`src/rtl/serial_adder.sv`:
```
// Bit-serial WIDTH-bit adder: one full-adder cell consumes an operand bit pair
// per cycle, LSB first, with the carry held in a register between cycles.
module serial_adder #(
  parameter int WIDTH = 8
) (
  input  logic             clk,
  input  logic             rst_n,
  input  logic             start,
  input  logic [WIDTH-1:0] a,
  input  logic [WIDTH-1:0] b,
  input  logic             c_in,
  output logic             busy,
  output logic             done,
  output logic [WIDTH-1:0] sum,
  output logic             c_out,
  output logic             overflow
);

  localparam int CNT_W = (WIDTH > 1) ? $clog2(WIDTH) : 1;
  localparam logic [CNT_W-1:0] CNT_LAST = CNT_W'(WIDTH - 1);
  localparam logic [CNT_W-1:0] CNT_ONE  = CNT_W'(1);

  typedef enum logic [1:0] {
    ST_IDLE = 2'd0,
    ST_RUN  = 2'd1,
    ST_DONE = 2'd2
  } state_e;

  // Single-bit full adder; returns {carry_out, sum_bit}.
  function automatic logic [1:0] full_add(input logic x, input logic y, input logic ci);
    full_add = {(x & y) | (x & ci) | (y & ci), x ^ y ^ ci};
  endfunction

  state_e           state_q,    state_d;
  logic [WIDTH-1:0] a_sh_q,     a_sh_d;
  logic [WIDTH-1:0] b_sh_q,     b_sh_d;
  logic [WIDTH-1:0] acc_q,      acc_d;
  logic [CNT_W-1:0] cnt_q,      cnt_d;
  logic             carry_q,    carry_d;
  logic             c_msb_in_q, c_msb_in_d;
  logic [WIDTH-1:0] sum_q,      sum_d;
  logic             c_out_q,    c_out_d;
  logic             ovf_q,      ovf_d;
  logic             busy_q,     busy_d;
  logic             done_q,     done_d;

  logic             bit_sum_s;
  logic             bit_cout_s;
  logic             load_s;

  assign {bit_cout_s, bit_sum_s} = full_add(a_sh_q[0], b_sh_q[0], carry_q);

  // Next-state, datapath shifting and result capture.
  always_comb begin
    state_d    = state_q;
    a_sh_d     = a_sh_q;
    b_sh_d     = b_sh_q;
    acc_d      = acc_q;
    cnt_d      = cnt_q;
    carry_d    = carry_q;
    c_msb_in_d = c_msb_in_q;
    sum_d      = sum_q;
    c_out_d    = c_out_q;
    ovf_d      = ovf_q;
    load_s     = 1'b0;

    case (state_q)
      ST_IDLE: begin
        if (start) begin
          load_s  = 1'b1;
          state_d = ST_RUN;
        end else begin
          state_d = ST_IDLE;
        end
      end
      ST_RUN: begin
        acc_d   = {bit_sum_s, acc_q[WIDTH-1:1]};
        a_sh_d  = {1'b0, a_sh_q[WIDTH-1:1]};
        b_sh_d  = {1'b0, b_sh_q[WIDTH-1:1]};
        carry_d = bit_cout_s;
        cnt_d   = cnt_q + CNT_ONE;
        if (cnt_q == CNT_LAST) begin
          // MSB cycle: carry_q is the carry into the top bit.
          c_msb_in_d = carry_q;
          sum_d      = {bit_sum_s, acc_q[WIDTH-1:1]};
          c_out_d    = bit_cout_s;
          ovf_d      = carry_q ^ bit_cout_s;
          state_d    = ST_DONE;
        end else begin
          state_d = ST_RUN;
        end
      end
      ST_DONE: begin
        if (start) begin
          load_s  = 1'b1;
          state_d = ST_RUN;
        end else begin
          state_d = ST_IDLE;
        end
      end
      default: begin
        state_d = ST_IDLE;
      end
    endcase

    if (load_s) begin
      a_sh_d  = a;
      b_sh_d  = b;
      carry_d = c_in;
      cnt_d   = '0;
      acc_d   = '0;
    end else begin
      cnt_d = cnt_d;
    end

    busy_d = (state_d == ST_RUN);
    done_d = (state_d == ST_DONE);
  end

  // State, datapath and output registers.
  always_ff @(posedge clk or negedge rst_n) begin
    if (!rst_n) begin
      state_q    <= ST_IDLE;
      a_sh_q     <= '0;
      b_sh_q     <= '0;
      acc_q      <= '0;
      cnt_q      <= '0;
      carry_q    <= 1'b0;
      c_msb_in_q <= 1'b0;
      sum_q      <= '0;
      c_out_q    <= 1'b0;
      ovf_q      <= 1'b0;
      busy_q     <= 1'b0;
      done_q     <= 1'b0;
    end else begin
      state_q    <= state_d;
      a_sh_q     <= a_sh_d;
      b_sh_q     <= b_sh_d;
      acc_q      <= acc_d;
      cnt_q      <= cnt_d;
      carry_q    <= carry_d;
      c_msb_in_q <= c_msb_in_d;
      sum_q      <= sum_d;
      c_out_q    <= c_out_d;
      ovf_q      <= ovf_d;
      busy_q     <= busy_d;
      done_q     <= done_d;
    end
  end

  assign busy     = busy_q;
  assign done     = done_q;
  assign sum      = sum_q;
  assign c_out    = c_out_q;
  assign overflow = ovf_q;

endmodule

```
`config.mk`:
```
export PLATFORM = sky130hd
export DESIGN_NAME = serial_adder
export DESIGN_NICKNAME = d
export VERILOG_FILES = /design/src/rtl/serial_adder.sv
export SDC_FILE = /design/constraint.sdc
export NUM_CORES = 1
export LEC_CHECK = 0
export CAP_MARGIN = 25
export CORE_UTILIZATION = 40
export CTS_CLUSTER_SIZE = 16
export DETAILED_ROUTE_END_ITERATION = 10
export PLACE_DENSITY_LB_ADDON = 0.15
export SYNTH_ARGS = -nofsm -noshare
export SYNTH_HDL_FRONTEND = slang
export SYNTH_SLANG_ARGS = --single-unit
```
`constraint.sdc`:
```
create_clock -name clk -period 3 [get_ports clk]
set_input_delay 0.45 -clock clk [delete_from_list [all_inputs] [get_ports clk]]
set_output_delay 0.45 -clock clk [all_outputs]
set_load 0.05 [all_outputs]
```
After elaboration in Yosys (flattened, before gate mapping)
Cells that the tools add are included.
- register bits after elaboration: 42
- input port bits: 20
- output and inout port bits: 12
- $add $sub $neg: 1
- equality and inequality tests: 5
- mux-type cells: 15
- bitwise operators: 8
- reduce and logical (&&, ||, !) cells: 4
- operator list (operator ; count):
    $mux 8 ; 6
    $mux 3 ; 2
    $mux 1 ; 5
    $eq 2x1->1 const B ; 2
    $eq 2x2->1 const B ; 2
    $pmux 2 s2 ; 1
    $add 3x1->3 const B ; 1
    $and 1x1->1 ; 3
    $eq 3x3->1 const B ; 1
    $xor 1x1->1 ; 3
    $logic_not 2->1 ; 1
    $mux 2 ; 1
    $or 1x1->1 ; 2
    $reduce_and 2->1 ; 1
    $reduce_bool 2->1 ; 1
    $reduce_or 2->1 ; 1

Depth between registers and ports, before layout
Gate-level depths: netlist of run 1.
- depth in word-level cells: 5
- depth in mapped cells: 6
- gate-level depth less buffers: 5

Worst setup path before layout of run 1
Ideal clock, no wire load.
- path kind: reg2reg
- start: register cnt_q[0]
- end: register c_out_q (netlist: c_out)
- setup time: 0.125 ns
- arrival time: 1.342 ns
- data required time: 2.875 ns
- path slack: 1.533 ns
- cell stages (with the launch flop): 6
- path buffers: 1
- clock period less this slack: 1.467 ns
- cells stage by stage: dfrtp_1 > ha_1 > ha_1 > nand3b_4 > buf_6 > mux2_4
- word-level cells in the longest chain between the ends: 2
- RTL lines (item ; RTL line ; text):
    start, declared ; 38 ; logic [CNT_W-1:0] cnt_q, cnt_d;
    start signal, assigned ; 140 ; cnt_q <= cnt_d;
    $eq 3x3->1 ; 82 ; if (cnt_q == CNT_LAST) begin
    $reduce_and 2->1 (no line) ; n/a ;
    end signal, assigned ; 144 ; c_out_q <= c_out_d;
    end, declared ; 42 ; logic c_out_q, c_out_d;
Every way passes these cells.
A chain may end at the register's enable or synchronous reset.

Worst setup path in the final report of run 1
- start: register c_out_q (netlist: c_out)
- end: output c_out
- RTL lines (item ; RTL line ; text):
    end, declared ; 15 ; output logic c_out,
No word-level cell between the ends.

==> impl_metrics.tcl, run 1 <==
set metrics [dict create \
    status "completed" \
    endpoint_kind "output pin" \
    slowest_stage "clkdlybuf4s50_1" \
    clk_path_buf_depth 2 \
    synth_warnings 0 \
    cts_buffers 5 \
    drtIter0Drc 37 \
    fin_crit_sh 0.640 \
    max_cap_viol_count 0 \
    maxSlewHeadroom 0.400 \
    async_flop_share 1.00 \
    areaGrowthSynthToFinish_pct 22.4 \
    p_per_area_mw_per_mm2 1120 \
    peakVddDrop_uv 380 \
    path_class "flop to output pin" \
    setup_viol 0 \
    netlist_area_mm2 0.00182 \
    num_rows 24 \
    drive_above_1_share 0.153 \
    die_area_mm2 0.00482 \
    num_antenna_cells 0 \
    post_synth_num_cell_types 26 \
    power_mw 2.49 \
    synth_fp_nets 169 \
    vias_per_cell 5.22 \
    yosysMostFrequentCell "dfrtp_1" \
    yosysSeqAreaShare 0.564 \
    hold_path.class "input pin to async pin" \
    synth_largest_area_cell "dfrtp_1" \
    grt_pass1_vias 1161 \
    grt_usage 0.151 \
    design_area_mm2 0.00223 \
    drtAntennaViolNets 0 \
    hold_viol_final 0 \
    drc_errors 0 \
    core_mm2 0.00435 \
    synth.area.top_cells "dfrtp_1 (56%), mux2_4 (4.9%), a22o_1 (4.8%), o22ai_1 (3.8%), mux2_2 (3.7%)" \
    critPathBufInv 1 \
    place.gp.congestion 0.738 \
    grt_pass1_wl_um 5640 \
    cts_setup_buffers 0 \
    slew_violations 0 \
    cts_tree "built" \
    nNetsFinal 199 \
    critical-path-top-delay-family "buffers and inverters" \
    vias 1195 \
    numPortBuffers 31 \
    setup-tns-final_ns 0 \
    syn_inst 146 \
    post-route-min-period_ns 1.92 \
    start_util 0.418 \
    n_fill_cell 379 \
    path_cells "clkdlybuf4s50_1" \
    arrival_ns 1.47 \
    yosys-top-cells-count "dfrtp_1 (41), nor2_1 (12), nor3_1 (11), o22ai_1 (11), a22o_1 (10)" \
    wl_per_cell_um 14.9 \
    grt_max_degree 42 \
    worst-path-max-fanout 2 \
    clk_transition_reported_paths_ns 0.08 \
    p_leak_nw 0.991 \
    grt-ovfl-total 0 \
    synth_edf_count 0 \
    dieWidth_um 69.5 \
    dpl_cell_area_mm2 0.00213 \
    hpwl_um 2320 \
    required_ns 2.55 \
    critPathMaxStageDelay_ns 0.82 \
    drt_wl_total_um 3420 \
    synth_seq_cells 41 \
    start_kind "flop" \
    drt_first_pass_iters 4 \
    ctsResizeCount 0 \
    tightestPinTransition_ns 0.900 \
    ios 32 \
    avgSynthCellArea_um2 12.5 \
    cts.htree.levels 2 \
    rsz0062_at_grt "no" \
    clock_latency_ns 0.29 \
    ctsHoldBuffers 0 \
    root_buffer "clkbuf_8" \
    fin_worst_skew_ns 0.00326 \
    ys.flop_type "dfrtp_1" \
    cts_num_sinks 41 \
    clock.fmax_mhz 521 \
    fp.dieH_um 69.5 \
    antenna_found_initial 0 \
    synth_top_area_share 0.564 \
]
-- power breakdown --
| group | internal, mW | total, mW | switching, mW | leakage [nW] |
|---|---|---|---|---|
| Combinational | 0.517 | 1.15 | 0.630 | 0.434 |
| Sequential | 0.803 | 0.972 | 0.169 | 0.506 |
| Clock | 0.186 | 0.371 | 0.184 | 0.0512 |
| Total | 1.51 | 2.49 | 0.983 | 0.991 |
-- flip-flops by register name, summed over array words and instances (netlist names) --
register,flops
sum,8
cnt_q,3
a_sh_q,8
acc_q,7
overflow,1
b_sh_q,8
c_out,1
state_q,2
busy,1
done,1
carry_q,1
-- layout make-up --
type	instances	area, µm²	area share
flip-flops and latches	41	1030	0.460
clock buffers	6	82.6	0.0371
multi-input cells	93	713	0.320
repair buffers	33	320	0.144
inverters	2	7.51	0.00337
clock inverters	2	13.8	0.00618
well taps	52	65.1	0.0292
-- worst reg2reg max path, stage by stage (launching register included) --
cell and delay (ns):
dfrtp_1 0.58, nor2b_1 0.46, buf_4 0.28, nor2_2 0.10, a22o_1 0.21
-- layer usage --
layer | share of wire | GRT usage | vias up
li1 | - | - | 586
met1 | 0.48 | 0.202 | 580
met2 | 0.47 | 0.228 | 27
met3 | 0.048 | 0.0567 | 2
met4 | 0.0050 | 0.0476 | 0
met5 | 0 | 0 | -
-- worst paths after layout --
path	start	to	slack, ns	cells past startpoint
max	c_out$_DFFE_PN0P_	c_out	1.08	1
min	rst_n	done$_DFF_PN0_	0.28	1
max reg2reg	state_q[1]$_DFF_PN0_	acc_q[4]$_DFFE_PN0P_	1.26	4
min reg2reg	overflow$_DFFE_PN0P_	overflow$_DFFE_PN0P_	0.50	2
max in group asynchronous	rst_n	acc_q[4]$_DFFE_PN0P_	2.15	1
min in group clk	overflow$_DFFE_PN0P_	overflow$_DFFE_PN0P_	0.50	2
-- layout by cell type, fill, tap and decap left out, drive strengths merged --
master	instances
a211oi	4
a21oi	4
a22o	10
and2b	1
buf	3
clkbuf	6
clkdlybuf4s50	30
clkinv	2
dfrtp	41
fa	1
ha	2
inv	2
mux2	12
mux2i	5
nand2	2
nand2b	3
nand3	1
nand3b	1
nor2	13
nor2b	5
nor3	11
o21ai	5
o22ai	11
xnor2	2
-- cells by family after synthesis --
kind of cell,share of synthesized area
mux,0.114
simple gates,0.116
buf+inv,0.0447
fa+ha+maj,0.0247
compound gates,0.127
flops,0.564
xor+xnor,0.00962
-- per-stage QoR --
step	util	std cells	setup slack (ns)	hold slack, ns
finish	0.512	229	1.08	0.284
global route	0.512	229	0.983	0.356
CTS	0.512	229	1.06	0.310
detailed placement	0.490	221	0.768	0.494
global placement	0.490	221	0.834	0.472
floorplan	-	146	1.53	0.154
Power figures use the tool's default switching activity.
==> inputs of run 2 (changes only) <==
==> constraint.sdc (replaced) <==
create_clock -name clk -period 1.9 [get_ports clk]
set_input_delay 0.285 -clock clk [delete_from_list [all_inputs] [get_ports clk]]
set_output_delay 0.285 -clock clk [all_outputs]
set_load 0.05 [all_outputs]
==> run 2 against run 1 <==
Effect of this change:
- power grew 65%
- combinational power increased by 60%
- die area did not move
- final cell count grew 2.2%
- setup slack got worse by 0.93 ns
- critical path depth unchanged
- register-to-register slack worse by 0.92 ns
- largest cell class unchanged
- highest routed layer unchanged
==> impl_metrics.tcl, run 2 (synthesis gave the netlist of run 1 again) <==
set metrics [dict create \
    hold_viol_final 0 \
    clock.fmax_mhz 571 \
    grt.busiest_layer "met2" \
    drtIter0Drc 45 \
    rsz0062_at_grt "no" \
    path_cells "clkdlybuf4s50_1" \
    path_depth 1 \
    ios 32 \
    critical-path-top-delay-family "buffers and inverters" \
    place.gp.congestion 0.750 \
    ctsHoldBuffers 1 \
    cts.htree.levels 2 \
    clk_path_buf_depth 2 \
    p_per_area_mw_per_mm2 1790 \
    dieWidth_um 69.5 \
    grt_pass1_wl_um 6270 \
    clk_transition_reported_paths_ns 0.08 \
    vias 1252 \
    die_area_mm2 0.00482 \
    slew_violations 0 \
    cts_num_sinks 41 \
    timing.rr.start "cnt_q[0]$_DFFE_PN0P_" \
    crit_start "sum[3]$_DFFE_PN0P_" \
    root_buffer "clkbuf_8" \
    nNetsFinal 204 \
    cts_buffers 5 \
    grt_util_met3 0.0451 \
    hold_path.class "input pin to async pin" \
    met1_usage 0.220 \
    tightestPinTransition_ns 0.543 \
    worst-path-max-fanout 2 \
    grt_usage 0.166 \
    hpwl_um 2460 \
    fin_worst_skew_ns 0.00511 \
    post-route-min-period_ns 1.75 \
    num_antenna_cells 0 \
    num_rows 24 \
    core_mm2 0.00435 \
    start_kind "flop" \
    drtAntennaViolNets 0 \
    fin_crit_sh 0.921 \
    areaGrowthSynthToFinish_pct 26.6 \
    drc_errors 0 \
    design_area_mm2 0.00230 \
    met2_usage 0.263 \
    critPathBufInv 1 \
    drt_wl_total_um 3510 \
    vias_per_cell 5.35 \
    ctsResizeCount 0 \
    dpl_cell_area_mm2 0.00217 \
    numPortBuffers 31 \
    required_ns 1.62 \
    start_util 0.418 \
    grt_pass1_vias 1298 \
    grt_max_degree 23 \
    max_cap_viol_count 0 \
    path_class "flop to output pin" \
    setup-tns-final_ns 0 \
    wl_per_cell_um 15.0 \
    maxSlewHeadroom 0.637 \
    mostFrequentLayoutCells "dfrtp_1 (41), clkdlybuf4s50_1 (30), nor2_1 (12), o22ai_1 (11), nor3_1 (11)" \
    grt-ovfl-total 0 \
    fp.dieH_um 69.5 \
    arrival_ns 1.46 \
    critPathMaxStageDelay_ns 0.80 \
    clock_latency_ns 0.30 \
    drive_above_1_share 0.170 \
    p_leak_nw 1.03 \
    n_fill_cell 372 \
    cts_setup_buffers 0 \
    mostFrequentLayoutCell "dfrtp_1" \
    slowest_stage "clkdlybuf4s50_1" \
    ff2ff_path_depth 4 \
    utilization 0.529 \
    endpoint_kind "output pin" \
    cts_tree "built" \
    setup_viol 0 \
    status "completed" \
    peakVddDrop_uv 665 \
    antenna_found_initial 0 \
    drt_first_pass_iters 4 \
]
## run 2: changes by cell type in the layout (fill, tap and decap cells not counted)
cell | before | now
buf_4 | 2 | 5
clkinv_2 | 1 | 0
bufinv_16 | 0 | 1
dlygate4sd3_1 | 0 | 1
clkinvlp_4 | 0 | 1
clkinv_4 | 1 | 0
buf_12 | 0 | 1
## run 2: cell type report
class	instances	area, µm²	share of cell area
clock buffer	6	82.6	0.0358
clock inverter	2	37.5	0.0163
inverter	2	7.51	0.00326
multi-input combinational	93	713	0.309
sequential	41	1030	0.445
tap	52	65.1	0.0282
timing repair buffer	38	373	0.162
## run 2: final timing paths
| check | end | slack (ns) |
|---|---|---|
| max | sum[3] | 0.15 |
| min | sum[1]$_DFFE_PN0P_ | 0.48 |
| max reg2reg | sum[1]$_DFFE_PN0P_ | 0.34 |
| min reg2reg | overflow$_DFFE_PN0P_ | 0.50 |
| max in group asynchronous | state_q[0]$_DFF_PN0_ | 0.93 |
| min in group clk | overflow$_DFFE_PN0P_ | 0.50 |
## run 2: report_power, final
| group | internal, mW | switching (mW) |
|---|---|---|
| combinational | 0.836 | 1.01 |
| sequential | 1.27 | 0.271 |
| clock | 0.427 | 0.305 |
## run 2: stage by stage
step	setup slack [ns]	hold slack (ns)	power, mW	cells
CTS	0.145	0.491	4.16	234
floorplan	0.433	-0.0106	2.90	146
detailed placement	0.225	0.281	3.41	225
global placement	0.302	0.278	3.35	225
global route	0.116	0.502	4.42	234
finish	0.150	0.480	4.11	234
## run 2: routing by layer
layer  share of wire  wire, µm
met5               0         0
met4           0.015        53
met3           0.058       204
met2            0.46      1620
met1            0.46      1630
